[src/rtl/hazard_scoreboard_if.sv]
// Decode-side bus of the hazard scoreboard.
// Handshake: the ID stage presents one instruction per cycle, qualified by
// id_valid. That instruction is accepted (issued) on the rising edge at which
// id_valid=1 and both stall_decode and flush_fetch are 0. While stall_decode=1
// the ID stage must hold its instruction unchanged.
interface hazard_scoreboard_if #(
  parameter int REG_W = 3,
  parameter int OP_W  = 5,
  parameter int CNT_W = 16
) ();
  logic             id_valid;
  logic [OP_W-1:0]  id_op;
  logic [REG_W-1:0] id_rs;
  logic [REG_W-1:0] id_rt;
  logic [REG_W-1:0] id_rd;
  logic             id_rs_used;
  logic             id_rt_used;
  logic             id_reg_write;
  logic             br_taken;
  logic             hold_pipe;
  logic             stall_decode;
  logic             flush_fetch;
  logic [CNT_W-1:0] stall_cycles;

  // Decoder / pipeline side drives the instruction, receives the controls.
  modport master (
    output id_valid, id_op, id_rs, id_rt, id_rd, id_rs_used, id_rt_used,
           id_reg_write, br_taken, hold_pipe,
    input  stall_decode, flush_fetch, stall_cycles
  );

  // Scoreboard side.
  modport slave (
    input  id_valid, id_op, id_rs, id_rt, id_rd, id_rs_used, id_rt_used,
           id_reg_write, br_taken, hold_pipe,
    output stall_decode, flush_fetch, stall_cycles
  );
endinterface

[src/rtl/hazard_scoreboard.sv]
// Hazard scoreboard: shadow shift register of issued destinations, RAW
// decode stall, multi-cycle fetch flush on taken branches, and a saturating
// RAW stall-cycle counter.
// Optional build macro FWD_STALL_EN: assume full forwarding, so only a
// load in ID/EX (load-use) causes a stall.
module hazard_scoreboard #(
  parameter int REG_W        = 3,
  parameter int OP_W         = 5,
  parameter int PIPE_DEPTH   = 3,
  parameter int FLUSH_CYCLES = 1,
  parameter int LINK_REG     = 7,
  parameter int CNT_W        = 16
) (
  input logic                clk,
  input logic                rst,
  hazard_scoreboard_if.slave bus
);

  localparam logic [OP_W-1:0] OP_STU  = OP_W'(5'b10011);
  localparam logic [OP_W-1:0] OP_JAL  = OP_W'(5'b00110);
  localparam logic [OP_W-1:0] OP_JALR = OP_W'(5'b00111);
  localparam logic [OP_W-1:0] OP_LD   = OP_W'(5'b10001);
  localparam int FC_W = (FLUSH_CYCLES > 1) ? $clog2(FLUSH_CYCLES) : 1;

  // Shadow entry 0 mirrors ID/EX, entry PIPE_DEPTH-1 mirrors MEM/WB.
  logic [PIPE_DEPTH-1:0]            sh_valid_q, sh_valid_d;
  logic [PIPE_DEPTH-1:0]            sh_load_q, sh_load_d;
  logic [PIPE_DEPTH-1:0][REG_W-1:0] sh_dst_q, sh_dst_d;
  logic [FC_W-1:0]                  fcnt_q, fcnt_d;
  logic [CNT_W-1:0]                 cnt_q, cnt_d;

  logic             is_stu, is_jal, is_ld, wr_en;
  logic [REG_W-1:0] dst;
  logic             raw, br_eff, flush, stall, raw_stall, issue;

  // Resolve the destination the ID instruction will write, if any.
  always_comb begin
    is_stu = (bus.id_op == OP_STU);
    is_jal = (bus.id_op == OP_JAL) || (bus.id_op == OP_JALR);
    is_ld  = (bus.id_op == OP_LD);
    wr_en  = bus.id_reg_write | is_stu | is_jal;
    if (is_stu)      dst = bus.id_rs;
    else if (is_jal) dst = REG_W'(LINK_REG);
    else             dst = bus.id_rd;
  end

  // RAW detection of the ID operands against the in-flight destinations.
  always_comb begin
    raw = 1'b0;
`ifdef FWD_STALL_EN
    // Forwarding covers everything except a load still in ID/EX.
    if (sh_valid_q[0] && sh_load_q[0] &&
        ((bus.id_rs_used && sh_dst_q[0] == bus.id_rs) ||
         (bus.id_rt_used && sh_dst_q[0] == bus.id_rt)))
      raw = 1'b1;
`else
    for (int k = 0; k < PIPE_DEPTH; k++) begin
      if (sh_valid_q[k] &&
          ((bus.id_rs_used && sh_dst_q[k] == bus.id_rs) ||
           (bus.id_rt_used && sh_dst_q[k] == bus.id_rt)))
        raw = 1'b1;
    end
`endif
    raw = raw & bus.id_valid;
  end

  // Pipeline controls; reset forces them low. A held pipe ignores branches.
  always_comb begin
    br_eff    = bus.br_taken & ~bus.hold_pipe;
    flush     = ~rst & (br_eff | (fcnt_q != '0));
    stall     = ~rst & (bus.hold_pipe | (raw & ~flush));
    raw_stall = ~rst & ~bus.hold_pipe & raw & ~flush;
    issue     = bus.id_valid & wr_en & ~stall & ~flush;
  end

  assign bus.stall_decode = stall;
  assign bus.flush_fetch  = flush;
  assign bus.stall_cycles = cnt_q;

  // Next state: shadow shift, flush countdown, saturating stall counter.
  always_comb begin
    sh_valid_d = sh_valid_q;
    sh_load_d  = sh_load_q;
    sh_dst_d   = sh_dst_q;
    fcnt_d     = fcnt_q;
    cnt_d      = cnt_q;
    if (!bus.hold_pipe) begin
      for (int k = PIPE_DEPTH - 1; k > 0; k--) begin
        sh_valid_d[k] = sh_valid_q[k-1];
        sh_load_d[k]  = sh_load_q[k-1];
        sh_dst_d[k]   = sh_dst_q[k-1];
      end
      sh_valid_d[0] = issue;
      sh_load_d[0]  = issue & is_ld;
      sh_dst_d[0]   = issue ? dst : '0;
      if (br_eff)              fcnt_d = FC_W'(FLUSH_CYCLES - 1);
      else if (fcnt_q != '0)   fcnt_d = fcnt_q - 1'b1;
    end
    if (raw_stall && cnt_q != '1) cnt_d = cnt_q + 1'b1;
  end

  // State registers with synchronous reset.
  always_ff @(posedge clk) begin
    if (rst) begin
      sh_valid_q <= '0;
      sh_load_q  <= '0;
      sh_dst_q   <= '0;
      fcnt_q     <= '0;
      cnt_q      <= '0;
    end else begin
      sh_valid_q <= sh_valid_d;
      sh_load_q  <= sh_load_d;
      sh_dst_q   <= sh_dst_d;
      fcnt_q     <= fcnt_d;
      cnt_q      <= cnt_d;
    end
  end

endmodule

[src/flat_wrapper.sv]
// flat-port wrapper written by rule: the top's interface ports become plain ports
module hazard_scoreboard_flat 
#(
  parameter int REG_W        = 3,
  parameter int OP_W         = 5,
  parameter int PIPE_DEPTH   = 3,
  parameter int FLUSH_CYCLES = 1,
  parameter int LINK_REG     = 7,
  parameter int CNT_W        = 16
)
  (clk, rst, bus_id_valid, bus_id_op, bus_id_rs, bus_id_rt, bus_id_rd, bus_id_rs_used, bus_id_rt_used, bus_id_reg_write, bus_br_taken, bus_hold_pipe, bus_stall_decode, bus_flush_fetch, bus_stall_cycles);
  hazard_scoreboard_if #(.REG_W(REG_W), .OP_W(OP_W), .CNT_W(CNT_W)) bus_i ();
  input logic clk;
  input logic rst;
  input wire logic [$bits(bus_i.id_valid)-1:0] bus_id_valid;
  input wire logic [$bits(bus_i.id_op)-1:0] bus_id_op;
  input wire logic [$bits(bus_i.id_rs)-1:0] bus_id_rs;
  input wire logic [$bits(bus_i.id_rt)-1:0] bus_id_rt;
  input wire logic [$bits(bus_i.id_rd)-1:0] bus_id_rd;
  input wire logic [$bits(bus_i.id_rs_used)-1:0] bus_id_rs_used;
  input wire logic [$bits(bus_i.id_rt_used)-1:0] bus_id_rt_used;
  input wire logic [$bits(bus_i.id_reg_write)-1:0] bus_id_reg_write;
  input wire logic [$bits(bus_i.br_taken)-1:0] bus_br_taken;
  input wire logic [$bits(bus_i.hold_pipe)-1:0] bus_hold_pipe;
  output wire logic [$bits(bus_i.stall_decode)-1:0] bus_stall_decode;
  output wire logic [$bits(bus_i.flush_fetch)-1:0] bus_flush_fetch;
  output wire logic [$bits(bus_i.stall_cycles)-1:0] bus_stall_cycles;
  assign bus_i.id_valid = bus_id_valid;
  assign bus_i.id_op = bus_id_op;
  assign bus_i.id_rs = bus_id_rs;
  assign bus_i.id_rt = bus_id_rt;
  assign bus_i.id_rd = bus_id_rd;
  assign bus_i.id_rs_used = bus_id_rs_used;
  assign bus_i.id_rt_used = bus_id_rt_used;
  assign bus_i.id_reg_write = bus_id_reg_write;
  assign bus_i.br_taken = bus_br_taken;
  assign bus_i.hold_pipe = bus_hold_pipe;
  assign bus_stall_decode = bus_i.stall_decode;
  assign bus_flush_fetch = bus_i.flush_fetch;
  assign bus_stall_cycles = bus_i.stall_cycles;
  hazard_scoreboard #(.REG_W(REG_W), .OP_W(OP_W), .PIPE_DEPTH(PIPE_DEPTH), .FLUSH_CYCLES(FLUSH_CYCLES), .LINK_REG(LINK_REG), .CNT_W(CNT_W)) u_core (.clk(clk), .rst(rst), .bus(bus_i));
endmodule
[config.mk]
export PLATFORM = sky130hd
export DESIGN_NAME = hazard_scoreboard_flat
export DESIGN_NICKNAME = d
export VERILOG_FILES = /design/src/rtl/hazard_scoreboard_if.sv /design/src/rtl/hazard_scoreboard.sv /design/src/flat_wrapper.sv
export SDC_FILE = /design/constraint.sdc
export NUM_CORES = 1
export LEC_CHECK = 0
export CAP_MARGIN = 40
export CORE_ASPECT_RATIO = 1.1
export CORE_MARGIN = 2
export CORE_UTILIZATION = 44
export CTS_CLUSTER_DIAMETER = 50
export CTS_CLUSTER_SIZE = 24
export DETAILED_ROUTE_END_ITERATION = 12
export PLACE_DENSITY = 0.82
export SYNTH_ARGS = -nofsm -noshare
export SYNTH_HDL_FRONTEND = slang
export SYNTH_SLANG_ARGS = --single-unit
[constraint.sdc]
create_clock -name clk -period 1.7 [get_ports clk]
set_input_delay 0.17 -clock clk [delete_from_list [all_inputs] [get_ports clk]]
set_output_delay 0.17 -clock clk [all_outputs]
set_load 0.01 [all_outputs]
==> results of run 1 <==
## sequential cells by signal, indices dropped and copies added (netlist names)
signal	flops
u_core.bus.stall_cycles	16
u_core.sh_dst_q	9
u_core.sh_valid_q	3
## placed cells by master (no fill, tap or decap), types with 2 or more instances in the layout
cell type and count:
a21boi_2 3, a21oi_1 11, a21oi_2 7, a32o_1 3, and2_1 2, and3_1 2
and3_2 3, buf_4 48, buf_6 4, clkbuf_8 3, clkdlybuf4s50_1 31, dfxtp_1 16
dfxtp_2 9, dfxtp_4 3, dlygate4sd2_1 7, inv_1 4, mux2i_1 9, nand2_1 5
nand2b_1 3, nand3_1 7, nand4_1 8, nor2_1 14, nor2b_1 3, nor3_1 2
o21ai_0 2, o22ai_1 3, o31ai_1 10, or3_4 2, or4_1 3, or4_4 7
xnor2_1 13, xnor2_2 5
## layout make-up
cell class | instances | share of cell area
Multi-Input combinational cell | 149 | 0.438
Timing Repair Buffer | 94 | 0.303
Sequential cell | 28 | 0.207
Tap cell | 50 | 0.0222
Clock buffer | 3 | 0.0146
Clock inverter | 1 | 0.0106
Inverter | 4 | 0.00532
## power breakdown
| part | total, W | internal, W | switching, W |
|---|---|---|---|
| logic | 0.000216 | 0.000119 | 0.0000974 |
| registers | 0.000665 | 0.000657 | 0.00000732 |
| clock network | 0.000530 | 0.000316 | 0.000214 |
## logic make-up after synthesis
| kind of cell | after synthesis | share of synthesized area |
|---|---|---|
| buffers and inverters | 12 | 0.0316 |
| muxes | 10 | 0.0624 |
| adders and majority gates | 1 | 0.00770 |
| AOI/OAI and AO/OA | 46 | 0.184 |
| DFF | 28 | 0.345 |
| xor gates and xnor gates | 18 | 0.0970 |
| and+or+nand+nor | 73 | 0.273 |
## critical path, cell delays in order, from the launching register on
cell and delay (ns):
dfxtp_4 0.39, xnor2_2 0.13, nand4_1 0.13, a21boi_2 0.07, buf_4 0.13, or3_4 0.33
a31oi_1 0.14, nor2_1 0.05, buf_2 0.14
## layer usage
layer,track usage,wire length (microns),share of wire
met5,0,0,0
met2,0.514,2990,0.52
met1,0.295,2290,0.40
met3,0.0307,307,0.053
met4,0.120,161,0.028
## per-stage QoR
step	cells	hold slack (ns)	utilization
after floorplan	188	0.422	-
after global placement	312	0.480	0.670
after detailed placement	312	0.486	0.670
after CTS	322	0.514	0.744
after global routing	329	0.556	0.784
final	329	0.500	0.784
## path summary, 6_finish.rpt
path | start | to | slack (ns) | cells past startpoint
min | u_core.sh_valid_q[2] | u_core.sh_valid_q[2] | 0.50 | 2
min reg2reg | u_core.sh_valid_q[2] | u_core.sh_valid_q[2] | 0.50 | 2
max reg2reg | u_core.sh_dst_q[0] | u_core.bus.stall_cycles[10] | -0.21 | 8
max | u_core.sh_dst_q[0] | bus_stall_decode | -0.26 | 8
## timing repair
action / CTS / global route
setup endpoints to repair: 22 / 21
resized for setup: 39 / 21
pin swaps: 33 / 11
setup buffers: 4 / 6
cloned: 2 / 1
==> flow_summary.ini, run 1 <==
[run_status]
outcome = complete, but fails checks
violations = negative setup slack

[clocking]
cts_tree = done
cts_hold_buffers = 0
clk_latency_ns = 0.28
path_clk_slew_ns = 0.10
numCtsBuffers = 3
cts_max_level = 1
cts.sinks = 28
clk_path_buf_depth = 2
clockRootBuffer = clkbuf_8

[synthesis]
ys_ff_latch = 28
synth_edf_count = 0
synth_area_sq_um = 1630
yosys.area.top_type_share = 0.345
ys_types = 40
synth_flop_cell = dfxtp_1
synth_warnings = 0
synth.most_common_cell = dfxtp_1
synthTopCellsByArea = dfxtp_1 (34%), xnor2_1 (9.7%), a21oi_1 (5.5%)
synth.yosys.seq_area_share = 0.345
postSynthAreaPerCell_sq_um = 8.65
synth_cells = 188
synth.cells.most_frequent = dfxtp_1 (28), a21oi_1 (18), xnor2_1 (18)
synth_top_cell_by_area = dfxtp_1
synthArstFlopShare = 0
postSynthNetCount = 211

[global_routing]
antenna_found_initial = 0
grt_max_degree = 27
grt_overflow = 0
track_usage = 0.273
grt_pass1_wl_microns = 8580
grt_pass1_vias = 1912

[critical_path]
cp_data_required_time_ns = 1.53
crit_fanout = 4
crit_type = flip-flop to output pin
crit_arrival_ns = 1.79
end_kind = output pin
start_kind = flip-flop

[timing]
relSlewSlack = 0.733
hold_violations = 0
fmax_ghz = 0.509
fin_setup_tns_ns = -3.47
period_share = 1.16
rsz0062_at_grt = yes
maxSlewViolCount = 0
fin_crit_ns = 1.96
setup_slack_ns = -0.265
tightest_slew_ns = 0.399
final.setup_skew_ns = 0.0136
finalSetupViolations = 21

[final_layout]
multi_input_area_sq_um = 1230
final_net_count = 303
final_area_sq_um = 2820
antennaDiodeCount = 0
n_fill_cell = 238
drive_gt1_frac = 0.412
syn_to_final_growth_pct = 73.6
regArea_sq_um = 583

[placed_design]
portBuffers = 39
place_hpwl_microns = 3390
gp_congestion = 0.916
place_ws_ns = -0.635
placed_area_sq_um = 2410

[drt]
via_count = 1913
antenna_left = 0
drc = 0
wl_per_cell_microns = 17.5
wirelength_microns = 5740
drt-initial-drc-count = 125
vias_per_cell = 5.81
firstDrtPassIters = 4

[floorplanning]
die_area_sq_um = 4200
core_area_sq_um = 3600
die_w_microns = 62.0
fp-row-count = 23
io-pin-count = 40
die_y_microns = 67.7
initial_core_util = 0.452

[hold_path]
hp-class = flip-flop to flip-flop

[job]
drv_cap = 0

[pwr]
p_per_area_nw_per_um2 = 500
peakVddDrop_v = 0.000396
power.total_w = 0.00141
p_leak_nw = 1.05
(Power assumes the default switching activity.)
==> run 2, diff against run 1 <==
- CELL_PAD_IN_SITES_DETAIL_PLACEMENT: not set -> 2
- CELL_PAD_IN_SITES_GLOBAL_PLACEMENT: not set -> 2
- CORE_MARGIN: 2 -> 8
- CORE_UTILIZATION: 44 -> 26
- CTS_CLUSTER_SIZE: 24 -> 30
- PLACE_DENSITY: 0.82 -> 0.83
==> flow_summary.ini, run 2 (same netlist as run 1, synthesis figures left out) <==
[run_status]
outcome = complete, but fails checks
violations = negative setup slack

[floorplanning]
die_w_microns = 91.4
initial_core_util = 0.266
die_y_microns = 98.9
fp-row-count = 30
io-pin-count = 40
die_area_sq_um = 9040
core_area_sq_um = 6120

[clocking]
clk_path_buf_depth = 2
clockRootBuffer = clkbuf_8
cts_hold_buffers = 0
cts_tree = done
cts.sinks = 28
cts_max_level = 1
clk_latency_ns = 0.28
numCtsBuffers = 3
path_clk_slew_ns = 0.11

[drt]
firstDrtPassIters = 3
wirelength_microns = 7570
via_count = 1858
antenna_left = 0
vias_per_cell = 5.22
drc = 0
wl_per_cell_microns = 21.3
drt-initial-drc-count = 41

[pwr]
p_leak_nw = 1.02
p_per_area_nw_per_um2 = 514
peakVddDrop_v = 0.000256

[placed_design]
placed_area_sq_um = 2450
dp.cells = 344
place_hpwl_microns = 5000
gp_congestion = 0.790
place_ws_ns = -0.806
portBuffers = 39

[final_layout]
finalNonFillerCells = 356
drive_gt1_frac = 0.428
layout_commonest_cell = buf_4
largest_reg_flops = 16
syn_to_final_growth_pct = 72.1
final_cell_mix = buf_4 (47), clkdlybuf4s50_1 (31), nor2_1 (14)
final_net_count = 300
antennaDiodeCount = 0
final_area_sq_um = 2800

[global_routing]
grt_pass1_wl_microns = 11700
antenna_found_initial = 0
grt_max_degree = 27
grt_overflow = 0
track_usage = 0.159
grt_pass1_vias = 2248

[timing]
hold_violations = 0
fin_crit_ns = 2.02
rsz0062_at_grt = yes
hold_slack_ns = 0.542
finalSetupViolations = 21
tightest_slew_ns = 0.387
period_share = 1.19
relSlewSlack = 0.741
maxSlewViolCount = 0
fmax_ghz = 0.494
setup_slack_ns = -0.323
final.setup_skew_ns = 0.00885

[critical_path]
cp_data_required_time_ns = 1.93
slowest_delay_ns = 0.52
end_kind = flip-flop
start_kind = flip-flop
crit_slowest_cell = or4_4
crit_chain = xnor2_1 > nand4_1 > a21boi_2 > nor3_4 > buf_6 > or4_4 > a21oi_2
crit_type = flip-flop to flip-flop
crit_arrival_ns = 2.25
crit_fanout = 5

[job]
drv_cap = 0

[hold_path]
hp-class = flip-flop to flip-flop
## run 2: changes by cell type in the layout (fill, tap and decap cells not counted), sizes merged
cell    previous run  this run
buf               55        53
clkbuf             4         3
## run 2: final timing paths
path                                    startpoint                     endpoint  slack (ns)  cells past startpoint
worst min register to register  u_core.sh_dst_q[8]           u_core.sh_dst_q[8]        0.54                      2
worst min-delay path            u_core.sh_dst_q[8]           u_core.sh_dst_q[8]        0.54                      2
worst max-delay path            u_core.sh_dst_q[5]  u_core.bus.stall_cycles[12]       -0.32                      7
worst max register to register  u_core.sh_dst_q[5]  u_core.bus.stall_cycles[12]       -0.32                      7
## run 2: what timing repair did
action,in CTS,in global routing
gates resized for setup,50,15
setup endpoints to repair,22,21
gates cloned,3,0
setup buffers,3,2
pin swaps,29,11
## run 2: worst max-delay path: cells and delay by family, from the launching register on
family / cells / cell delay [ns]
simple gates: 3 / 0.80
xor+xnor: 1 / 0.22
buf+inv: 1 / 0.15
compound gates: 2 / 0.43
flops: 1 / 0.37
## run 2: cell type report
cell class	instances	area [sq um]
Multi-Input combinational cell	149	1240
Tap cell	80	100
Sequential cell	28	588
Clock buffer	3	41.3
Timing Repair Buffer	91	786
Clock inverter	1	30.0
Fill cell	650	3320
Inverter	4	15.0
## run 2: where the power goes
group	internal [W]	total, W	switching, W
Combinational	0.000114	0.000221	0.000107
Clock	0.000316	0.000552	0.000236
Sequential	0.000657	0.000664	0.00000708
Total	0.00109	0.00144	0.000350
## run 2: stage by stage
stage	TNS (ns)	utilization	total power, W
final	-5.32	0.457	0.00144
after global routing	-6.49	0.457	0.00149
after CTS	-3.77	0.445	0.00142
after detailed placement	-14.40	0.400	0.000881
after global placement	-11.48	0.400	0.000870
after floorplan	0	-	0.000767
## run 2: routing by layer
| metal | track usage | up-vias | share of wire |
|---|---|---|---|
| met5 | 0 | - | 0 |
| met4 | 0.0555 | 0 | 0.020 |
| met3 | 0.0228 | 12 | 0.023 |
| met2 | 0.318 | 36 | 0.56 |
| met1 | 0.159 | 928 | 0.40 |
| li1 | - | 882 | - |
==> run 3, diff against run 2 <==
==> constraint.sdc (replaced) <==
create_clock -name clk -period 1.7 [get_ports clk]
set_input_delay 0.425 -clock clk [delete_from_list [all_inputs] [get_ports clk]]
set_output_delay 0.425 -clock clk [all_outputs]
set_load 0.01 [all_outputs]
==> flow_summary.ini, run 3 (same netlist as run 1, synthesis figures left out) <==
[critical_path]
crit_type = flip-flop to flip-flop
cp_data_required_time_ns = 1.90
timing.rr.start = u_core.sh_dst_q[1]
slowest_delay_ns = 0.51
path_common_cell = buf_4
crit_fanout = 7
worstSetupStartpoint = u_core.sh_dst_q[1]
r2r_cells = 11
regToRegEndpoint = u_core.bus.stall_cycles[11]
crit_chain = xnor2_1 > nand4_1 > a21boi_2 > buf_4 > buf_4 > nor3_4 > buf_12 > buf_16 > buf_4 > o31ai_1 > a21oi_2
end_kind = flip-flop
crit_arrival_ns = 2.44
start_kind = flip-flop
regToRegSetupSlack_ns = -0.54
crit_slowest_cell = nor3_4

[final_layout]
largest_reg_flops = 16
syn_to_final_growth_pct = 77.7
final_net_count = 307
drive_gt1_frac = 0.466
antennaDiodeCount = 0
layout_commonest_cell = buf_4
n_fill_cell = 653
final_cell_mix = buf_4 (50), dlygate4sd2_1 (19), dfxtp_1 (16)
final_util = 0.472

[floorplanning]
fp-row-count = 30
die_w_microns = 91.4
initial_core_util = 0.266
die_y_microns = 98.9
die_area_sq_um = 9040
core_area_sq_um = 6120
io-pin-count = 40

[pwr]
p_leak_nw = 1.17
p_per_area_nw_per_um2 = 497
p_sw_w = 0.000341
p_comb_frac = 0.158
power.total_w = 0.00143
p_sw_frac = 0.238
p_clk_frac = 0.379
internal_power_w = 0.00109
peakVddDrop_v = 0.000349
pwr-share-seq = 0.463

[clocking]
clk_latency_ns = 0.28
cts.sinks = 28
cts_max_level = 1
cts_tree = done
path_clk_slew_ns = 0.11
numCtsBuffers = 3
clockRootBuffer = clkbuf_8
clk_path_buf_depth = 2

[run_status]
violations = negative setup slack
outcome = complete, but fails checks

[drt]
antenna_left = 0
drt-initial-drc-count = 22
firstDrtPassIters = 3
wirelength_microns = 7460
wl_per_cell_microns = 20.5
via_count = 1870
drc = 0
vias_per_cell = 5.15

[global_routing]
grt_max_degree = 24
grt_pass1_vias = 2217
grt_pass1_wl_microns = 11600
grt_overflow = 0
antenna_found_initial = 0
track_usage = 0.158

[hold_path]
hp-class = flip-flop to flip-flop
min_to = u_core.bus.stall_cycles[15]
min_from = u_core.bus.stall_cycles[15]
hold_depth = 2

[timing]
hold_slack_ns = 0.506
final.setup_skew_ns = 0.00949
fin_crit_ns = 2.24
rsz0062_at_grt = yes
maxSlewViolCount = 0
period_share = 1.32
hold_violations = 0
setup_slack_ns = -0.542
finalSetupViolations = 21
fmax_ghz = 0.446
relSlewSlack = 0.611
tightest_slew_ns = 0.581

[job]
drv_cap = 0

[placed_design]
portBuffers = 39
place_hpwl_microns = 5040
gp_congestion = 0.820
==> run 3: worst max-delay path: cells and delay by family, from the launching register on <==
kind | cells | cell delay, ns
buffers and inverters | 5 | 0.67
and+or+nand+nor | 2 | 0.64
DFF | 1 | 0.38
AOI/OAI and AO/OA | 3 | 0.35
xor gates and xnor gates | 1 | 0.12
==> run 3: worst max path at each step <==
stage                                       end  slack (ns)  depth (start not counted)
floorplan                      bus_stall_decode       -0.06                          6
global placement               bus_stall_decode       -1.14                          8
detailed placement             bus_stall_decode       -1.22                          8
CTS                            bus_stall_decode       -0.46                          7
global route        u_core.bus.stall_cycles[11]       -0.63                         11
finish              u_core.bus.stall_cycles[11]       -0.54                         11
==> run 3: power groups by stage <==
stage | logic [W] | clock network (W) | registers, W
2_1_floorplan | 0.0000900 | 0 | 0.000680
3_3_place_gp | 0.000203 | 0 | 0.000682
3_5_place_dp | 0.000214 | 0 | 0.000682
4_1_cts | 0.000217 | 0.000554 | 0.000666
5_1_grt | 0.000243 | 0.000587 | 0.000666
6_report | 0.000227 | 0.000543 | 0.000665
==> run 3: area by class of cell <==
cell class	instances	area [sq um]	share of cell area
multi-input combinational	148	1270	0.440
timing repair buffer	99	848	0.294
sequential	28	583	0.202
tap	80	100	0.0347
clock buffer	3	41.3	0.0143
clock inverter	1	30.0	0.0104
inverter	4	15.0	0.00520
==> run 3: per-stage QoR <==
step           cell area [sq um]  setup slack (ns)  TNS [ns]  instances
2_1_floorplan               1670           -0.0646    -0.132        188
3_3_place_gp                2520             -1.14    -18.65        350
3_5_place_dp                2520             -1.22    -20.49        350
4_1_cts                     2760            -0.461     -4.58        359
5_1_grt                     2890            -0.628     -9.68        363
6_report                    2890            -0.542     -7.78        363
==> run 3: metal layers <==
| metal | vias up | global-route usage | share of wire |
|---|---|---|---|
| met5 | - | 0 | 0 |
| met4 | 0 | 0.0391 | 0.019 |
| met3 | 10 | 0.0251 | 0.027 |
| met2 | 31 | 0.323 | 0.57 |
| met1 | 926 | 0.156 | 0.39 |
| li1 | 903 | - | - |
==> run 3: what timing repair did <==
item,CTS,global route
hold buffers,0,0
gates resized for setup,95,22
setup buffers,5,4
gates cloned,1,0
pin swaps,20,10
setup endpoints to repair,37,21
